--- config.mk ---
export PLATFORM = sky130hd
export DESIGN_NAME = uart_tx_buf
export DESIGN_NICKNAME = d
export VERILOG_FILES = /design/src/rtl/uart_pkg.sv /design/src/rtl/uart_tx_fifo.sv /design/src/rtl/uart_tx_buf.sv
export SDC_FILE = /design/constraint.sdc
export NUM_CORES = 1
export LEC_CHECK = 0
export CORE_MARGIN = 1
export CORE_UTILIZATION = 54
export DETAILED_ROUTE_END_ITERATION = 7
export PLACE_DENSITY = 0.85
export SYNTH_ARGS = -nofsm -noshare
export SYNTH_HDL_FRONTEND = slang
export SYNTH_SLANG_ARGS = --single-unit
--- constraint.sdc ---
create_clock -name clk_i -period 3.27 [get_ports clk_i]
set_input_delay 0.4905 -clock clk_i [delete_from_list [all_inputs] [get_ports clk_i]]
set_output_delay 0.4905 -clock clk_i [all_outputs]
set_load 0.05 [all_outputs]
--- src/rtl/uart_pkg.sv ---
// Shared types and constants for the buffered UART transmitter.
package uart_pkg;

    typedef enum logic [2:0] {
        ST_IDLE,
        ST_START,
        ST_DATA,
        ST_PARITY,
        ST_STOP
    } tx_state_e;

    localparam int MIN_DIV    = 4;
    localparam int DATA_BITS  = 8;
    localparam int START_BITS = 1;
    localparam int STOP_BITS  = 1;

    localparam logic [2:0] LAST_BIT_IDX = 3'(DATA_BITS - 1);

endpackage

--- src/rtl/uart_tx_fifo.sv ---
// Synchronous first-word fall-through FIFO holding bytes waiting to be sent.
module uart_tx_fifo #(
    parameter int DEPTH = 8,
    parameter int WIDTH = 8
) (
    input  logic                     clk_i,
    input  logic                     rst_i,
    input  logic                     push_i,
    input  logic [WIDTH-1:0]         data_i,
    input  logic                     pop_i,
    output logic [WIDTH-1:0]         data_o,
    output logic [$clog2(DEPTH):0]   level_o
);

    localparam int AW = $clog2(DEPTH);
    localparam int LW = $clog2(DEPTH) + 1;

    logic [WIDTH-1:0] mem_q [DEPTH];
    logic [AW-1:0]    wr_ptr_q;
    logic [AW-1:0]    rd_ptr_q;
    logic [LW-1:0]    level_q;
    logic             push_ok;
    logic             pop_ok;

    // Guard against overflow/underflow even if the caller misbehaves.
    assign push_ok = push_i && (level_q != LW'(DEPTH));
    assign pop_ok  = pop_i && (level_q != '0);

    always_ff @(posedge clk_i) begin
        if (rst_i) begin
            wr_ptr_q <= '0;
            rd_ptr_q <= '0;
            level_q  <= '0;
        end else begin
            if (push_ok) begin
                wr_ptr_q <= wr_ptr_q + 1'b1;
            end
            if (pop_ok) begin
                rd_ptr_q <= rd_ptr_q + 1'b1;
            end
            case ({push_ok, pop_ok})
                2'b10:   level_q <= level_q + 1'b1;
                2'b01:   level_q <= level_q - 1'b1;
                default: level_q <= level_q;
            endcase
        end
    end

    always_ff @(posedge clk_i) begin
        if (!rst_i && push_ok) begin
            mem_q[wr_ptr_q] <= data_i;
        end
    end

    assign data_o  = mem_q[rd_ptr_q];
    assign level_o = level_q;

endmodule

--- src/rtl/uart_tx_buf.sv ---
// Buffered UART transmitter: FIFO front end, frame FSM with latched baud divisor.
module uart_tx_buf
    import uart_pkg::*;
#(
    parameter int DEPTH     = 8,
    parameter int PARITY_EN = 0,
    parameter int DIV_WIDTH = 16
) (
    input  logic                     clk_i,
    input  logic                     rst_i,
    input  logic [7:0]               data_i,
    input  logic                     valid_i,
    output logic                     ready_o,
    input  logic [DIV_WIDTH-1:0]     div_i,
    output logic                     tx_o,
    output logic                     busy_o,
    output logic [$clog2(DEPTH):0]   level_o
);

    localparam int LW = $clog2(DEPTH) + 1;

    logic [LW-1:0]          level;
    logic [DATA_BITS-1:0]   fifo_data;
    logic                   push;
    logic                   pop;
    logic                   start;

    tx_state_e              state_q, state_d;
    logic [DIV_WIDTH-1:0]   cnt_q, cnt_d;
    logic [DIV_WIDTH-1:0]   div_q, div_d;
    logic [2:0]             idx_q, idx_d;
    logic [DATA_BITS-1:0]   shreg_q, shreg_d;
    logic                   par_q, par_d;
    logic                   tx_q, tx_d;
    logic [DIV_WIDTH-1:0]   div_eff;
    logic                   bit_done;
    logic                   fifo_nonempty;

    assign ready_o       = (level < LW'(DEPTH));
    assign push          = valid_i & ready_o;
    assign fifo_nonempty = (level != '0);
    assign div_eff       = (div_i < DIV_WIDTH'(MIN_DIV)) ? DIV_WIDTH'(MIN_DIV) : div_i;
    assign bit_done      = (cnt_q == '0);

    uart_tx_fifo #(
        .DEPTH (DEPTH),
        .WIDTH (DATA_BITS)
    ) u_fifo (
        .clk_i   (clk_i),
        .rst_i   (rst_i),
        .push_i  (push),
        .data_i  (data_i),
        .pop_i   (pop),
        .data_o  (fifo_data),
        .level_o (level)
    );

    always_comb begin
        state_d = state_q;
        cnt_d   = cnt_q;
        div_d   = div_q;
        idx_d   = idx_q;
        shreg_d = shreg_q;
        par_d   = par_q;
        tx_d    = tx_q;
        pop     = 1'b0;
        start   = 1'b0;

        if (state_q != ST_IDLE && !bit_done) begin
            cnt_d = cnt_q - 1'b1;
        end

        unique case (state_q)
            ST_IDLE: begin
                start = fifo_nonempty;
            end
            ST_START: begin
                if (bit_done) begin
                    state_d = ST_DATA;
                    cnt_d   = div_q - 1'b1;
                    idx_d   = '0;
                    tx_d    = shreg_q[0];
                end
            end
            ST_DATA: begin
                if (bit_done) begin
                    cnt_d = div_q - 1'b1;
                    idx_d = idx_q + 1'b1;
                    if (idx_q == LAST_BIT_IDX) begin
                        if (PARITY_EN != 0) begin
                            state_d = ST_PARITY;
                            tx_d    = par_q;
                        end else begin
                            state_d = ST_STOP;
                            tx_d    = 1'b1;
                        end
                    end else begin
                        // Shift register always presents the current bit at [0].
                        shreg_d = shreg_q >> 1;
                        tx_d    = shreg_q[1];
                    end
                end
            end
            ST_PARITY: begin
                if (bit_done) begin
                    state_d = ST_STOP;
                    cnt_d   = div_q - 1'b1;
                    tx_d    = 1'b1;
                end
            end
            ST_STOP: begin
                if (bit_done) begin
                    if (fifo_nonempty) begin
                        start = 1'b1;
                    end else begin
                        state_d = ST_IDLE;
                        tx_d    = 1'b1;
                    end
                end
            end
            default: begin
                state_d = ST_IDLE;
                tx_d    = 1'b1;
            end
        endcase

        // Frame launch: pop the head entry and latch the divisor for the whole frame.
        if (start) begin
            pop     = 1'b1;
            state_d = ST_START;
            div_d   = div_eff;
            cnt_d   = div_eff - 1'b1;
            idx_d   = '0;
            shreg_d = fifo_data;
            par_d   = ^fifo_data;
            tx_d    = 1'b0;
        end
    end

    always_ff @(posedge clk_i) begin
        if (rst_i) begin
            state_q <= ST_IDLE;
            cnt_q   <= '0;
            div_q   <= '0;
            idx_q   <= '0;
            shreg_q <= '0;
            par_q   <= 1'b0;
            tx_q    <= 1'b1;
        end else begin
            state_q <= state_d;
            cnt_q   <= cnt_d;
            div_q   <= div_d;
            idx_q   <= idx_d;
            shreg_q <= shreg_d;
            par_q   <= par_d;
            tx_q    <= tx_d;
        end
    end

    assign tx_o    = tx_q;
    assign busy_o  = (state_q != ST_IDLE) || fifo_nonempty;
    assign level_o = level;

endmodule

# ---- Word level (Yosys, flattened, before mapping)
# Memories as Yosys holds them, arrays and structs flattened. A register that Yosys moved wholly into a read port is not among the register bits.
# Cells that the tools add are included.
dict set report totals {
  ff_bits 57
  inputBits 27
  output_inout_bits 7
  ram_bits 64
  memories 1
  elab_cells 104
}
dict set report classes {
  reduce_logical 22
  magnitude_cmp 2
  eq_ne 22
  add_sub_neg 8
  bitwise_logic 2
  muxes 37
}
# memory depth width rd rd_clocked_by_memory_dff wr line
set mem_list {}
lappend mem_list {u_fifo.mem_q 8 8 1 1 1 uart_tx_fifo.sv:18} ;# logic [WIDTH-1:0] mem_q [DEPTH];
# operator n
set ops {}
lappend ops {{16-bit 2-to-1 mux} 5}
lappend ops {{16-bit by 1-bit subtractor with 16-bit output, second input constant} 3}
lappend ops {{8-bit 2-to-1 mux} 4}
lappend ops {{3-bit 2-to-1 mux} 10}
lappend ops {{3-bit != test, second input constant} 6}
lappend ops {{16-bit logical NOT} 1}
lappend ops {{16-bit by 3-bit < comparator with 1-bit output, second input constant} 1}
lappend ops {{2-bit != test, second input constant} 8}
lappend ops {{3-bit case mux with 5 select lines} 1}
lappend ops {{7-bit AND reduction} 2}
lappend ops {{1-bit 2-to-1 mux} 13}
lappend ops {{3-bit by 1-bit adder with 3-bit output, second input constant} 3}
lappend ops {{4-bit case mux with 2 select lines} 1}
lappend ops {{2-bit nonzero test} 4}
lappend ops {{3-bit by 2-bit equality test with 1-bit output, second input constant} 2}
lappend ops {{3-bit equality test, second input constant} 2}
lappend ops {{3-bit case mux with 2 select lines} 1}
lappend ops {{3-bit AND reduction} 2}
lappend ops {{6-bit AND reduction} 1}
lappend ops {{1-bit case mux with 5 select lines} 1}
lappend ops {{4-bit by 1-bit adder with 4-bit output, second input constant} 1}
lappend ops {{1-bit logical AND} 4}
lappend ops {{4-bit < comparator, second input constant} 1}
lappend ops {{4-bit != test, second input constant} 1}
lappend ops {{other kinds (14)} 15}

# ---- Logic depth before layout (Yosys ltp)
dict set report depth {
  depth_word 8
  depth_mapped 15
  ltp_nobuf 13
}

# ---- Cells and area by module
# A second synthesis with hierarchy kept.
dict set report hier_totals {
  hier_cells 576
  hier_area_um2 6329.8
}
# module seq_area_each_um2 instances area_per_inst_um2 cells_per_inst
set modules_own_cells {}
lappend modules_own_cells {uart_tx_buf 940.9 1 3188.1 410}
lappend modules_own_cells {uart_tx_fifo 2182.1 1 3141.8 166}

# ---- Worst setup path before layout
# Ideal clock, no wire load.
dict set report synth_timing {
  kind {flip-flop to flip-flop}
  startpoint {register u_fifo.level_q[1], in the netlist u_fifo.level_o[1]}
  endpoint {register u_fifo.level_q[2], in the netlist u_fifo.level_o[2]}
  setup_slack_ns -0.052
  setup_time_ns 0.070
  required_ns 3.200
  path_buffers 3
  synth_period_minus_slack_ns 3.322
  path_stages_with_launch 15
  arrival_time_ns 3.251
  path_cell_list {dfxtp_1 clkbuf_1 or4_1 nand2_1 a21o_1 clkbuf_1 clkinv_1 clkbuf_1 ha_1 xor2_1 ha_1 a21oi_1 xor2_1 or3_1 a21oi_1}
}
dict set report synth_via {
  elab_chain_cells 8
  word_cells_on_any_way 16
  cone_classes {2 x add/sub; 1 x order compare; 3 x eq/ne; 5 x mux; 1 x bitwise; 4 x reduce/logical}
}
# element line
set synth_rtl {}
lappend synth_rtl {{start, declared} uart_tx_fifo.sv:21} ;# logic [LW-1:0] level_q;
lappend synth_rtl {{start signal, assigned} uart_tx_fifo.sv:42} ;# 2'b10: level_q <= level_q + 1'b1;
lappend synth_rtl {{start signal, assigned} uart_tx_fifo.sv:43} ;# 2'b01: level_q <= level_q - 1'b1;
lappend synth_rtl {{start signal, assigned} uart_tx_fifo.sv:44} ;# default: level_q <= level_q;
lappend synth_rtl {{4-bit nonzero test} {uart_tx_fifo.sv:27, uart_tx_buf.sv:41}}
lappend synth_rtl {{1-bit 2-to-1 mux} uart_tx_buf.sv:113} ;# if (fifo_nonempty) begin
lappend synth_rtl {{1-bit 2-to-1 mux} uart_tx_buf.sv:112} ;# if (bit_done) begin
lappend synth_rtl {{1-bit case mux with 2 select lines} uart_tx_buf.sv:73} ;# unique case (state_q)
lappend synth_rtl {{1-bit 2-to-1 mux} uart_tx_buf.sv:128} ;# if (start) begin
lappend synth_rtl {{1-bit logical AND} uart_tx_fifo.sv:27} ;# assign pop_ok = pop_i && (level_q != '0);
lappend synth_rtl {{2-bit by 1-bit equality test with 1-bit output / 2-bit equality test (equally long branches)} uart_tx_fifo.sv:41} ;# case ({push_ok, pop_ok})
lappend synth_rtl {{4-bit case mux with 2 select lines / 2-bit nonzero test (equally long branches)} --}
# Several ways; a longest one is shown, not always the timed one.
# A chain may end at the register's enable or synchronous reset.

# ---- Worst setup path in the final report
dict set report layout_timing {
  startpoint {input div_i[10]}
  endpoint {register cnt_q[14]}
}
dict set report layout_via {
  elab_chain_cells 4
}
# element line
set layout_rtl {}
lappend layout_rtl {{start, declared} uart_tx_buf.sv:14} ;# input logic [DIV_WIDTH-1:0] div_i,
lappend layout_rtl {{16-bit by 3-bit < comparator with 1-bit output} uart_tx_buf.sv:42} ;# assign div_eff = (div_i < DIV_WIDTH'(MIN_DIV)) ? DIV_WIDTH'(MIN_DIV) : div_i;
lappend layout_rtl {{16-bit 2-to-1 mux *} uart_tx_buf.sv:42}
lappend layout_rtl {{16-bit by 1-bit subtractor with 16-bit output *} uart_tx_buf.sv:132} ;# cnt_d = div_eff - 1'b1;
lappend layout_rtl {{16-bit 2-to-1 mux *} uart_tx_buf.sv:128}
lappend layout_rtl {{end signal, assigned} uart_tx_buf.sv:151} ;# cnt_q <= cnt_d;
lappend layout_rtl {{end, declared} uart_tx_buf.sv:29} ;# logic [DIV_WIDTH-1:0] cnt_q, cnt_d;
# Mark *: on every way between the ends. The rest lies on a longest branch, timed or not.

==> summary.txt <==
CTS
  – CTS Buf Count: 17
  – Clock Sinks: 124
  – Clock Latency Late Sink: 540 ps
  – Clock buffer depth: 2
  – CTS Root Cell: clkbuf_8
  – CTS tree: yes
  – CTS clk-pin slew, worst paths: 60 ps
  – Hold buffer count at cts: 0
  – H-tree depth: 4

Power
  – Total power density per cell area: 931 nW/um^2
  – VDD IR-drop max: 0.000562 V
  – Leakage: approximately 2.5 nW

Timing
  – Setup tns final: 0 ps
  – Max Clk Rate: 323 MHz
  – Max Clock Skew: 7.34 ps
  – Setup-failing EPs final: 0
  – Max Slew Vio Count: 0
  – Slew @ Worst Pin: 757 ps
  – RSZ-0062 raised after global routing: no
  – Hold Worst Slack: 256 ps
  – Min Tclk post-route: roughly 3100 ps
  – Crit share post-route: 94.7%
  – Endpoints failing hold: 0
  – Relative max-transition margin: between 40 and 50%

Setup path
  – Most frequent CP cell: or4_1
  – Worst endpoint required time: roughly 3700 ps
  – CP cell instances: clkdlybuf4s50_1 -> or4_1 -> or4_1 -> o31ai_2 -> ha_1 -> nand2b_1 -> or3_4 -> nor3_1 -> xnor2_1 -> o22ai_1
  – Crit path max-delay family: simple AND/OR/NAND/NOR gates
  – CP bufs+invs: 1
  – Slowest cell on crit path: or4_1
  – CP Max Fanout: 5
  – Crit-path max cell delay: 560 ps
  – Arrival time at the worst endpoint: 3500 ps
  – Critical Setup Path Class: in -> reg
  – Crit. End Element: register
  – CP startpoint kind: input port

Synthesis
  – Mapped Cells: 538
  – Ys flop type: edfxtp_1
  – Post-synth EDFFs: 64
  – Yosys reg bits: 124
  – Syn Nets: 576
  – Biggest area consumer among synthesized cells: edfxtp_1
  – Synth area leaders: edfxtp_1, dfxtp_1, mux4_2
  – Syn Std Cell Area: about 5900 um^2
  – Cell with the most instances after synthesis: edfxtp_1
  – Synth Warn #: 0
  – Commonest cells in the synthesized netlist: edfxtp_1, nor2_1, dfxtp_1, nand2_1, a21oi_1
  – Synth async-reset ratio: 0%
  – Count of cell types in the netlist: between 50 and 60
  – Share of the yosys chip area belonging to registers: about 53%
  – Top-area cell type share of the netlist area: 32.6%
  – Syn Area/Cell: 11.0 um^2

Drt
  – ANT nets after route: 0
  – First-pass iteration count of the detailed router: 7
  – Wire length per cell: 18.6 um
  – Vias per cell: 6.10
  – Post-route DRC: 0
  – Vias: 4549
  – Starting DRT DRC Count: 360
  – Wirelength, routed: 13.9 mm

Layout
  – Layout Nets: 635
  – Area growth syn-to-layout: 21.1%
  – Layout cells sized above 1: between 10% and 20%
  – Antenna cells: 0

Place
  – Gpl congestion: 0.892
  – IO buf count: 33
  – Post-DP HPWL: 9.18 mm

Global routing
  – Total grt overflow: 0
  – Global-route wire length before repair: 22.3 mm
  – Vias in the first global route: 4445
  – Initial antenna violation count: 0
  – Tot GR Track Use: 26.1%
  – Largest net degree at the start of global routing: 44

Floorplanning
  – Die Y: 106 um
  – Initial core utilization: 56.3%
  – Number of top-level pins: 34
  – Core box area: 10500 um^2
  – Die width: 106 um
  – # rows: 37
  – Die Area: 11300 um^2

Flow run
  – Max-Cap Viols: 0

Worst hold path
  – Worst Hold Class: in -> reg

Status
  – Outcome: completed
## kinds of logic (layout without fill, tap and decap cells)
kind of cell / after synthesis / in the layout / synth area share [%]
adder cells (fa/ha/maj): 11 / 11 / 2.34
flip-flops: 124 / 124 / 53.0
multiplexers: 28 / 28 / 8.17
AO/OA/AOI/OAI: 107 / 107 / 12.2
XOR/XNOR: 36 / 36 / 5.35
buffers and inverters: 36 / 108 / 2.31
AND/OR/NAND/NOR: 196 / 196 / 16.7
## flip-flops by register name, indices dropped and copies added (netlist names), named ones only
name	flops
shreg_q	8
u_fifo.rd_ptr_q	3
u_fifo.wr_ptr_q	3
state_q	3
idx_q	3
cnt_q	16
tx_o	1
u_fifo.mem_q	64
u_fifo.level_o	4
div_q	16
## per-layer routing
metal,GRT usage (%),wire length (um)
met1,30.6,5580
met2,46.1,7290
met3,6.62,749
met4,9.49,244
met5,0,0
## cell usage in the layout (no fill, tap or decap), types with 20 or more instances in the layout
cell and n:
clkdlybuf4s50_1 32, nor2_1 61, a21oi_1 32, nor3_1 23, nand2_1 53, dfxtp_1 59
xnor2_1 20, edfxtp_1 64, buf_4 36
## worst paths after layout
kind,start,to,slack [ps],cells past startpoint
worst max-delay path,div_i[10],cnt_q[14]$_SDFF_PP0_,170,10
worst min-delay path,rst_i,u_fifo.wr_ptr_q[1]$_SDFFE_PP0P_,260,2
worst max register to register,cnt_q[0]$_SDFF_PP0_,u_fifo.level_o[2]$_SDFFE_PP0P_,310,13
worst min register to register,div_q[15]$_SDFFE_PP0N_,div_q[15]$_SDFFE_PP0N_,480,2
## stage by stage
| step | cells | worst slack [ps] | utilization (%) | power [mW] | area, um^2 |
|---|---|---|---|---|---|
| floorplan | 538 | 13.0 | - | 4.08 | 5890 |
| CTS | 746 | 157 | 68.1 | 6.63 | 7130 |
| finish | 746 | 172 | 68.2 | 6.65 | 7140 |
| global route | 746 | 33.4 | 68.2 | 7.01 | 7140 |
| detailed placement | 714 | -368 | 62.6 | 4.77 | 6550 |
| global placement | 714 | -199 | 62.6 | 4.66 | 6550 |
## repair_timing
item,4_1_cts,5_1_grt
setup buffers,0,0
endpoints found under the setup margin,0,1
gates resized for setup,0,2
## where the power goes
part / internal (mW) / total, mW / leakage [nW] / switching [mW]
sequential: 1.93 / 2.23 / 1.07 / 0.305
clock: 1.05 / 1.86 / 0.284 / 0.809
combinational: 1.05 / 2.56 / 1.15 / 1.50
## final cells by class
type,count,area (um^2)
clock buffers,17,414
multi-input cells,378,2640
clock inverters,15,164
fillers,696,3320
well taps,136,170
repair buffers,69,596
flip-flops and latches,124,3120
inverters,7,26.3
(Power assumes the default switching activity.)
